==> src/rtl/lat_fsm_pkg.sv <==
// Shared controller encoding and table-entry layout helpers for the
// serially programmed look-at-table FSM.
package lat_fsm_pkg;

  typedef enum logic [1:0] {
    CTL_HALT = 2'd0,
    CTL_CFG  = 2'd1,
    CTL_RUN  = 2'd2
  } ctl_e;

  // Default geometry; modules recompute these from their own parameters.
  localparam int DEF_IN_W    = 5;
  localparam int DEF_STATE_W = 3;
  localparam int DEF_OUT_W   = 5;

  // Entry layout, MSB to LSB: timed | match | nxt_hit | nxt_miss | out_val
  function automatic int E(int in_w, int state_w, int out_w);
    return 1 + in_w + 2 * state_w + out_w;
  endfunction

  localparam int OFF_OUT = 0;

  function automatic int off_miss(int out_w);
    return out_w;
  endfunction

  function automatic int off_hit(int state_w, int out_w);
    return out_w + state_w;
  endfunction

  function automatic int off_match(int state_w, int out_w);
    return out_w + 2 * state_w;
  endfunction

  function automatic int off_timed(int in_w, int state_w, int out_w);
    return E(in_w, state_w, out_w) - 1;
  endfunction

  localparam int DEF_E = E(DEF_IN_W, DEF_STATE_W, DEF_OUT_W);

endpackage

==> src/rtl/lat_fsm_prog_if.sv <==
// Config/run/output bundle of the look-at-table FSM; master drives, slave is the FSM.
interface lat_fsm_prog_if #(
  parameter int STATE_W = 3,
  parameter int IN_W    = 5,
  parameter int OUT_W   = 5
);
  logic               cfg_start;
  logic               cfg_en;
  logic               cfg_bit;
  logic               run;
  logic [IN_W-1:0]    in;
  logic [OUT_W-1:0]   out;
  logic [STATE_W-1:0] state;
  logic               loaded;
  logic               cfg_busy;
  logic               timer_exp;

  modport master (
    output cfg_start, cfg_en, cfg_bit, run, in,
    input  out, state, loaded, cfg_busy, timer_exp
  );

  modport slave (
    input  cfg_start, cfg_en, cfg_bit, run, in,
    output out, state, loaded, cfg_busy, timer_exp
  );
endinterface

==> src/rtl/lat_cfg_loader.sv <==
// Serial table loader: shifts the entry stream into the table bit array and
// flags completion. Entry 0 first, each entry MSB first.
module lat_cfg_loader
  import lat_fsm_pkg::*;
#(
  parameter int N_STATES = 8,
  parameter int STATE_W  = 3,
  parameter int EW       = DEF_E
) (
  input  logic                         clk,
  input  logic                         nrst,
  input  logic                         cfg_start,
  input  logic                         cfg_en,
  input  logic                         cfg_bit,
  output logic [N_STATES-1:0][EW-1:0] tbl,
  output logic                         loaded,
  output logic                         cfg_busy,
  output logic                         load_done
);
  localparam int BIT_W = $clog2(EW);

  // The stream position is kept as (entry, bit-within-entry) so the write
  // decode needs no divider.
  logic [STATE_W-1:0] ent;
  logic [BIT_W-1:0]   bit_i;
  logic               wr;

  assign wr        = cfg_busy && cfg_en && !cfg_start;
  assign load_done = wr && (ent == STATE_W'(N_STATES - 1)) && (bit_i == '0);

  always_ff @(posedge clk or negedge nrst) begin
    if (!nrst) begin
      tbl      <= '0;
      ent      <= '0;
      bit_i    <= BIT_W'(EW - 1);
      loaded   <= 1'b0;
      cfg_busy <= 1'b0;
    end else if (cfg_start) begin
      ent      <= '0;
      bit_i    <= BIT_W'(EW - 1);
      loaded   <= 1'b0;
      cfg_busy <= 1'b1;
    end else if (wr) begin
      tbl[ent][bit_i] <= cfg_bit;
      if (bit_i == '0) begin
        bit_i <= BIT_W'(EW - 1);
        ent   <= ent + 1'b1;
      end else begin
        bit_i <= bit_i - 1'b1;
      end
      if (load_done) begin
        loaded   <= 1'b1;
        cfg_busy <= 1'b0;
      end
    end
  end

endmodule

==> src/rtl/lat_fsm_prog.sv <==
// Programmable look-at-table FSM: controller, table-driven next state/output
// and dwell timer on top of the serial table loader.
module lat_fsm_prog
  import lat_fsm_pkg::*;
#(
  parameter int N_STATES = 8,
  parameter int STATE_W  = 3,
  parameter int IN_W     = 5,
  parameter int OUT_W    = 5,
  parameter int TMR_W    = 20,
  parameter int TIMEOUT  = 1000
) (
  input  logic           clk,
  input  logic           nrst,
  lat_fsm_prog_if.slave  bus
);
  localparam int EW      = E(IN_W, STATE_W, OUT_W);
  localparam int O_MISS  = off_miss(OUT_W);
  localparam int O_HIT   = off_hit(STATE_W, OUT_W);
  localparam int O_MATCH = off_match(STATE_W, OUT_W);
  localparam int O_TIMED = off_timed(IN_W, STATE_W, OUT_W);

  logic [N_STATES-1:0][EW-1:0] tbl;
  logic                        loaded;
  logic                        cfg_busy;
  logic                        load_done;

  lat_cfg_loader #(
    .N_STATES (N_STATES),
    .STATE_W  (STATE_W),
    .EW       (EW)
  ) u_loader (
    .clk       (clk),
    .nrst      (nrst),
    .cfg_start (bus.cfg_start),
    .cfg_en    (bus.cfg_en),
    .cfg_bit   (bus.cfg_bit),
    .tbl       (tbl),
    .loaded    (loaded),
    .cfg_busy  (cfg_busy),
    .load_done (load_done)
  );

  ctl_e               ctl;
  logic [STATE_W-1:0] state_q;
  logic [OUT_W-1:0]   out_q;
  logic [TMR_W-1:0]   tmr;
  logic               exp_q;

  logic [STATE_W-1:0] nxt_raw;
  logic [STATE_W-1:0] nxt;
  logic [OUT_W-1:0]   nxt_out;
  logic               hit;
  logic               expire;
  logic               take;
  logic               step;

  assign step = (ctl != CTL_CFG) && loaded && bus.run;

  // Hit beats expiry; a timed state without hit or expiry stays put and keeps counting.
  always_comb begin
    hit     = (bus.in == tbl[state_q][O_MATCH +: IN_W]);
    expire  = 1'b0;
    take    = 1'b1;
    nxt_raw = tbl[state_q][O_MISS +: STATE_W];
    if (hit) begin
      nxt_raw = tbl[state_q][O_HIT +: STATE_W];
    end else if (tbl[state_q][O_TIMED]) begin
      if (tmr == TMR_W'(TIMEOUT - 1)) begin
        expire = 1'b1;
      end else begin
        take    = 1'b0;
        nxt_raw = state_q;
      end
    end
    nxt     = (32'(nxt_raw) >= N_STATES) ? '0 : nxt_raw;
    nxt_out = tbl[nxt][OFF_OUT +: OUT_W];
  end

  always_ff @(posedge clk or negedge nrst) begin
    if (!nrst) begin
      ctl     <= CTL_HALT;
      state_q <= '0;
      out_q   <= '0;
      tmr     <= '0;
      exp_q   <= 1'b0;
    end else if (bus.cfg_start) begin
      ctl     <= CTL_CFG;
      state_q <= '0;
      out_q   <= '0;
      tmr     <= '0;
      exp_q   <= 1'b0;
    end else begin
      exp_q <= 1'b0;
      case (ctl)
        CTL_CFG: if (load_done) ctl <= CTL_HALT;
        default: begin
          if (step) begin
            ctl     <= CTL_RUN;
            state_q <= nxt;
            out_q   <= nxt_out;
            exp_q   <= expire;
            if (take)              tmr <= '0;
            else if (tmr != '1)    tmr <= tmr + 1'b1;
          end else begin
            ctl <= CTL_HALT;
          end
        end
      endcase
    end
  end

  assign bus.state     = state_q;
  assign bus.out       = out_q;
  assign bus.timer_exp = exp_q;
  assign bus.loaded    = loaded;
  assign bus.cfg_busy  = cfg_busy;

endmodule
==> src/flat_wrapper.sv <==
// flat-port wrapper written by rule: the top's interface ports become plain ports
module lat_fsm_prog_flat import lat_fsm_pkg::*;
#(
  parameter int N_STATES = 8,
  parameter int STATE_W  = 3,
  parameter int IN_W     = 5,
  parameter int OUT_W    = 5,
  parameter int TMR_W    = 20,
  parameter int TIMEOUT  = 1000
)
  (clk, nrst, bus_cfg_start, bus_cfg_en, bus_cfg_bit, bus_run, bus_in, bus_out, bus_state, bus_loaded, bus_cfg_busy, bus_timer_exp);
  lat_fsm_prog_if #(.STATE_W(STATE_W), .IN_W(IN_W), .OUT_W(OUT_W)) bus_i ();
  input  logic clk;
  input  logic nrst;
  input wire logic [$bits(bus_i.cfg_start)-1:0] bus_cfg_start;
  input wire logic [$bits(bus_i.cfg_en)-1:0] bus_cfg_en;
  input wire logic [$bits(bus_i.cfg_bit)-1:0] bus_cfg_bit;
  input wire logic [$bits(bus_i.run)-1:0] bus_run;
  input wire logic [$bits(bus_i.in)-1:0] bus_in;
  output wire logic [$bits(bus_i.out)-1:0] bus_out;
  output wire logic [$bits(bus_i.state)-1:0] bus_state;
  output wire logic [$bits(bus_i.loaded)-1:0] bus_loaded;
  output wire logic [$bits(bus_i.cfg_busy)-1:0] bus_cfg_busy;
  output wire logic [$bits(bus_i.timer_exp)-1:0] bus_timer_exp;
  assign bus_i.cfg_start = bus_cfg_start;
  assign bus_i.cfg_en = bus_cfg_en;
  assign bus_i.cfg_bit = bus_cfg_bit;
  assign bus_i.run = bus_run;
  assign bus_i.in = bus_in;
  assign bus_out = bus_i.out;
  assign bus_state = bus_i.state;
  assign bus_loaded = bus_i.loaded;
  assign bus_cfg_busy = bus_i.cfg_busy;
  assign bus_timer_exp = bus_i.timer_exp;
  lat_fsm_prog #(.N_STATES(N_STATES), .STATE_W(STATE_W), .IN_W(IN_W), .OUT_W(OUT_W), .TMR_W(TMR_W), .TIMEOUT(TIMEOUT)) u_core (.clk(clk), .nrst(nrst), .bus(bus_i));
endmodule
==> config.mk <==
export PLATFORM = sky130hd
export DESIGN_NAME = lat_fsm_prog_flat
export DESIGN_NICKNAME = d
export VERILOG_FILES = /design/src/rtl/lat_fsm_pkg.sv /design/src/rtl/lat_fsm_prog_if.sv /design/src/rtl/lat_cfg_loader.sv /design/src/rtl/lat_fsm_prog.sv /design/src/flat_wrapper.sv
export SDC_FILE = /design/constraint.sdc
export NUM_CORES = 1
export LEC_CHECK = 0
export CAP_MARGIN = 20
export CORE_MARGIN = 2
export CORE_UTILIZATION = 40
export DETAILED_ROUTE_END_ITERATION = 6
export HOLD_SLACK_MARGIN = 0.15
export PLACE_DENSITY = 0.64
export SYNTH_ARGS = -nofsm -noshare
export SYNTH_HDL_FRONTEND = slang
export SYNTH_SLANG_ARGS = --single-unit
==> constraint.sdc <==
create_clock -name clk -period 4.8 [get_ports clk]
set_input_delay 0.96 -clock clk [delete_from_list [all_inputs] [get_ports clk]]
set_output_delay 0.96 -clock clk [all_outputs]
set_load 0.1 [all_outputs]
# Word level (Yosys, flattened, before mapping)
# Index checks and enable logic that the tools add are counted.
[word_totals]
elab_cells = 102
register_bits = 177
out_inout_bits = 11
in_bits = 11
[op_classes]
eq_ne = 8
n_mux = 47
magnitude_cmp = 6
n_reduce_logical = 20
n_addsub = 3
n_bitwise = 1
[op_table]
columns = ["operator", "count"]
rows = [
  ["$bwmux 136", 1],
  ["$bmux 17 s3", 2],
  ["$mux 20", 5],
  ["$demux 17 s3", 1],
  ["$mux 5", 7],
  ["$mux 17", 2],
  ["$mux 3", 9],
  ["$add 20x1->20 const B", 1],
  ["$eq 20x10->1 const B", 1],
  ["$ne 20x20->1 const B", 1],
  ["$mux 1", 15],
  ["$lt 3x4->1 const B", 3],
  ["$logic_and 1x1->1", 8],
  ["$mux 2", 4],
  ["$reduce_and 2->1", 4],
  ["$reduce_bool 2->1", 4],
  ["$lt 5x6->1 const B", 1],
  ["$demux 1 s5", 1],
  ["$eq 5x5->1", 1],
  ["$ge 5x1->1 const B", 1],
  ["$logic_not 5->1", 1],
  ["$sub 5x1->5 const B", 1],
  ["$add 3x1->3 const B", 1],
  ["$eq 3x3->1 const B", 1],
  ["other kinds (9)", 9],
]

# Longest topological paths before layout
[logic_depth]
depth_word = 10
ltp_mapped = 12
ltp_nobuf = 10

# Cells and area by module
# A second synthesis with hierarchy kept.
[unflattened]
hier_cells = 858
hier_area_um2 = 9689.3
[by_module_without_submodules]
columns = ["module", "n_inst", "area_per_inst_um2", "cells_per_inst", "seq_area_each_um2"]
rows = [
  ["lat_cfg_loader", 1, 6875.3, 559, 3654.8],
  ["lat_fsm_prog", 1, 2813.9, 299, 775.7],
]

# Worst setup path before layout
# No wires, ideal clock.
[synth_timing]
kind = "register to register"
startpoint = "register u_core.state_q[0], in the netlist u_core.bus.state[0]"
endpoint = "register u_core.out_q[0], in the netlist u_core.bus.out[0]"
setup_slack_ps = 1412
setup_ps = 126
n_path_buf = 4
stages_incl_launch_ff = 12
t_required_ps = 4674
synth_period_minus_slack_ps = 3388
arrival_time_ps = 3262
cell_sequence = "dfrtp_1 buf_6 buf_4 buf_2 mux4_2 mux2i_1 inv_1 a21oi_2 buf_6 mux2i_1 mux2i_1 a221o_1"
[synth_via]
elab_chain_len = 10
word_cells_on_any_way = 11
classes_between = "eq/ne (1); mux (10)"
[synth_lines]
columns = ["item", "line_no", "source"]
rows = [
  ["from (decl)", "lat_fsm_prog.sv:45", "logic [STATE_W-1:0] state_q;"],
  ["from (signal assigned)", "lat_fsm_prog.sv:100", "state_q <= nxt;"],
  ["$bmux 17 s3", "--", ""],
  ["$mux 17 (not written as such)", "lat_fsm_prog.sv:68", "end else if (tbl[state_q][O_TIMED]) begin"],
  ["$mux 3", "lat_fsm_prog.sv:69", "if (tmr == TMR_W'(TIMEOUT - 1)) begin"],
  ["$mux 3", "lat_fsm_prog.sv:68", ""],
  ["$mux 3 *", "lat_fsm_prog.sv:66", "if (hit) begin"],
  ["$bmux 17 s3 *", "lat_fsm_prog.sv:77", "nxt_out = tbl[nxt][OFF_OUT +: OUT_W];"],
  ["$mux 5 (not written as such) *", "lat_fsm_prog.sv:77", ""],
  ["$mux 5 *", "lat_fsm_prog.sv:98", "if (step) begin"],
  ["$mux 5 *", "lat_fsm_prog.sv:95", "case (ctl)"],
  ["$mux 5 *", "lat_fsm_prog.sv:87", "end else if (bus.cfg_start) begin"],
  ["to (signal assigned)", "lat_fsm_prog.sv:101", "out_q <= nxt_out;"],
  ["to (decl)", "lat_fsm_prog.sv:46", "logic [OUT_W-1:0] out_q;"],
]
# Every way passes the cells marked *; elsewhere a longest branch is shown, timed or not. The select of a mux whose other input is x is not followed.
# A chain may end at the register's enable or synchronous reset.

# Worst setup path after layout
[layout_timing]
startpoint = "register u_core.state_q[0], in the netlist u_core.bus.state[0]"
endpoint = "register u_core.tmr[13]"
[layout_via]
elab_chain_len = 8
word_cells_on_any_way = 11
classes_between = "eq/ne (1); mux (8); reduce/logical (2)"
[layout_lines]
columns = ["item", "line_no", "source"]
rows = [
  ["$bmux 17 s3 *", "lat_fsm_prog.sv:62, lat_fsm_prog.sv:68", ""],
  ["$mux 17 (not written as such) *", "lat_fsm_prog.sv:68", ""],
  ["$eq 5x5->1 or $mux 1 (tied branches)", "lat_fsm_prog.sv:62, lat_fsm_prog.sv:68", ""],
  ["$mux 1 *", "lat_fsm_prog.sv:66", ""],
  ["$mux 20", "lat_fsm_prog.sv:103", "if (take) tmr <= '0;"],
  ["$mux 20", "lat_fsm_prog.sv:98", ""],
  ["$mux 20", "lat_fsm_prog.sv:95", ""],
  ["$mux 20", "lat_fsm_prog.sv:87", ""],
  ["to (signal assigned)", "lat_fsm_prog.sv:104", "else if (tmr != '1) tmr <= tmr + 1'b1;"],
  ["to (decl)", "lat_fsm_prog.sv:47", "logic [TMR_W-1:0] tmr;"],
]
# Marked as above.

==> impl_metrics.toml <==
[outcome]
outcome = "finished clean"

[clock_tree]
clk_pin_slew_ps = 70
ctsHoldBuffers = 0
cts_tree = "done"
cts_inserted_buffers = 17
clk_latency_ps = 440
cts_root_buffer = "clkbuf_16"
cts_resized = 0
cts_setup_buffers = 0
clock-sinks = 177
htreeDepth = 4
clockBufferDepth = 2

[setup_path]
path_delay_family = "compound AO/OA/AOI/OAI gates"
cp.depth = 10
critPathKind = "flop to flop"
crit_fanout = 22
critPathMostFrequentCell = "nand4_1"
timing.critical_path.cells = "buf_4 > mux2i_1 > a22oi_1 > a21bo_2 > nand4_1 > o21ai_1 > o21a_1 > nand4_1 > xnor2_1 > nor2b_1"
timing.rr.start = "u_core.bus.state[0]"
crit_arrival_ps = 3810
rrSetupSlack_ps = 1310
rr_endpoint = "u_core.tmr[13]"
crit_required_ps = 5120
worst_path_max_delay_cell = "o21a_1"
reg2reg_depth = 10
max_stage_delay_ps = 670
endpoint_kind = "flop"
crit_buf_inv = 1
start_kind = "flop"

[cells_and_area]
fill_cells = 2107
antenna_cells = 0
fin_nets = 850
area_growth_pct = 11.9
stdcell_area_mm2 = 0.0103
drive_gt1_share_pct = 26.1
stdcell_count = 1129
fin_util_pct = 45.4

[timing]
hold_violations = 0
setup_viol_count_final = 0
worst_slew_pin_slew_ps = 1040
rsz0062_at_grt = "false"
fin_skew_ps = 14.2
setup_tns_ps = 0
fmax_mhz = 286
maxSlewViolCount = 0
max-slew-margin-rel_pct = 30.8
period_share_pct = 72.8
layout_min_cycle_time_ps = 3490

[placed_design]
dp.cells = 1097
io_buffers = 21
dp_hpwl_mm = 14.4
place.gp.congestion = 0.816
place_area_mm2 = 0.00960

[yosys]
yosysSeqAreaShare_pct = 48.4
syn_area_mm2 = 0.00916
yosys.area.top_type = "dfrtp_1"
syn_nets = 849
async_flop_share_pct = 100
synthCells = 830
yosys.area.top_type_share_pct = 48.1
yosys_register_bits = 177
synth_edf_count = 0
synth_ff_type = "dfrtp_1"
synth_area_leaders = "dfrtp_1 48%, mux2_2 17%, nor2_1 4.6%"
postSynthAreaPerCell_um2 = 11.0
yosysWarnings = 0
synth.distinct_cells = 49

[detailed_routing]
vias_per_cell = 5.56
post_drt_wl_per_cell_um = 19.7
first_iter_violations = 443
drc_errors = 0
num_vias = 6273
ant_nets = 0
dr.pass1.iters = 4
drt_wl_total_mm = 22.2

[global_route]
grt_antenna_before_repair = 0
grt_pass1_vias = 6349
grtUsageTotal_pct = 19.5
grt_overflow_total = 0
grt_max_degree = 109
grt_pass1_wl_mm = 36.3

[floorplan]
io_pins = 22
dieArea_mm2 = 0.0241
fp.dieH_um = 155
row_count = 55
core_area_mm2 = 0.0226
start_util_pct = 40.6
die_w_um = 155

[hold_path]
holdPathStages = 1
min-delay-path-class = "flop to flop"
hp-start = "u_core.u_loader.tbl[43]"
holdPathEnd = "u_core.u_loader.tbl[43]"

[power_and_ir_drop]
p_leak_nw = 4.62
p_per_area_mw_per_mm2 = 328
ir_drop_v = 0.000180

[job]
max-cap-violations = 0
## cells in the final DEF, fill, tap and decap left out, drive strengths merged, types with 15 or more instances in the layout
cell type	n
dfrtp	176
mux2	139
nor2	113
nand2	98
mux2i	40
clkdlybuf4s50	19
nand3	18
clkbuf	18
inv	18
and3	16
mux4	16
xor2	15
## logic make-up after synthesis
family	count (synthesis)	synth area share [%]
simple gates	311	15.4
fa+ha+maj	8	1.09
mux	195	25.4
xor+xnor	18	1.72
buf+inv	61	3.03
compound gates	60	5.03
flops	177	48.4
## layer usage
| layer | vias to the layer above | track usage [%] | share of wire (%) |
|---|---|---|---|
| met3 | 29 | 3.45 | 4.3 |
| met1 | 3195 | 28.0 | 48 |
| li1 | 2916 | - | - |
| met5 | - | 0 | 0 |
| met4 | 0 | 6.64 | 1.9 |
| met2 | 133 | 30.0 | 46 |
## worst max path at each step
stage | startpoint | endpoint
2_1_floorplan | u_core.bus.state[0] | u_core.bus.out[0]
6_report | u_core.bus.state[0] | u_core.tmr[13]
5_1_grt | u_core.bus.state[0] | u_core.tmr[13]
3_3_place_gp | bus_cfg_start | u_core.u_loader.tbl[106]
3_5_place_dp | bus_cfg_start | u_core.u_loader.tbl[112]
4_1_cts | u_core.bus.state[0] | u_core.tmr[13]
## cell type report
cell class              count  area, µm²  area share (%)
multi-input cells         592       4460            43.5
inverters                  10       37.5           0.366
clock inverters            14        215            2.10
well taps                 285        357            3.48
clock buffers              18        439            4.28
flip-flops and latches    177       4430            43.2
repair buffers             33        312            3.04
## metrics by stage
stage	worst slack [ps]	total power, mW	hold slack (ps)
2_1_floorplan	1410	1.73	471
3_3_place_gp	1120	1.83	483
3_5_place_dp	1080	1.83	487
4_1_cts	1310	3.39	503
5_1_grt	1020	3.48	513
6_report	1310	3.36	501
## Yosys cell counts, types with 2 or more instances
cell type and count:
and3_1 16, ha_1 8, clkbuf_1 38, nor2_1 112, o21ai_0 7, a211oi_2 5
buf_2 6, xnor2_1 3, mux2i_1 40, nand3b_1 3, a211oi_1 7, a21oi_1 13
a21bo_2 2, nor4_1 5, a22oi_1 8, mux2_2 139, and4_1 5, mux4_2 16
nor2b_1 13, nand4_1 10, a221o_1 5, buf_6 4, nor3_1 12, inv_1 10
dfrtp_1 176, buf_4 3, and2_1 5, xor2_1 15, nand2_1 97, nand3_1 18
nand2b_1 7, nor3b_1 3, a21o_1 3
## sequential cells by signal, summed over array words and instances (netlist names)
signal,count
u_core.u_loader.cfg_busy,1
u_core.u_loader.tbl,136
u_core.bus.out,5
u_core.u_loader.ent,3
u_core.bus.timer_exp,1
u_core.u_loader.bit_i,5
u_core.u_loader.loaded,1
u_core.ctl,2
u_core.tmr,20
u_core.bus.state,3
## power breakdown
group / internal (mW) / leakage (nW) / switching (mW) / total (mW)
clock network: 0.907 / 0.316 / 0.647 / 1.55
logic: 0.0839 / 1.85 / 0.164 / 0.248
registers: 1.52 / 2.45 / 0.0353 / 1.56
total: 2.51 / 4.62 / 0.847 / 3.36
Note: power is estimated with default switching activity, not from simulation.
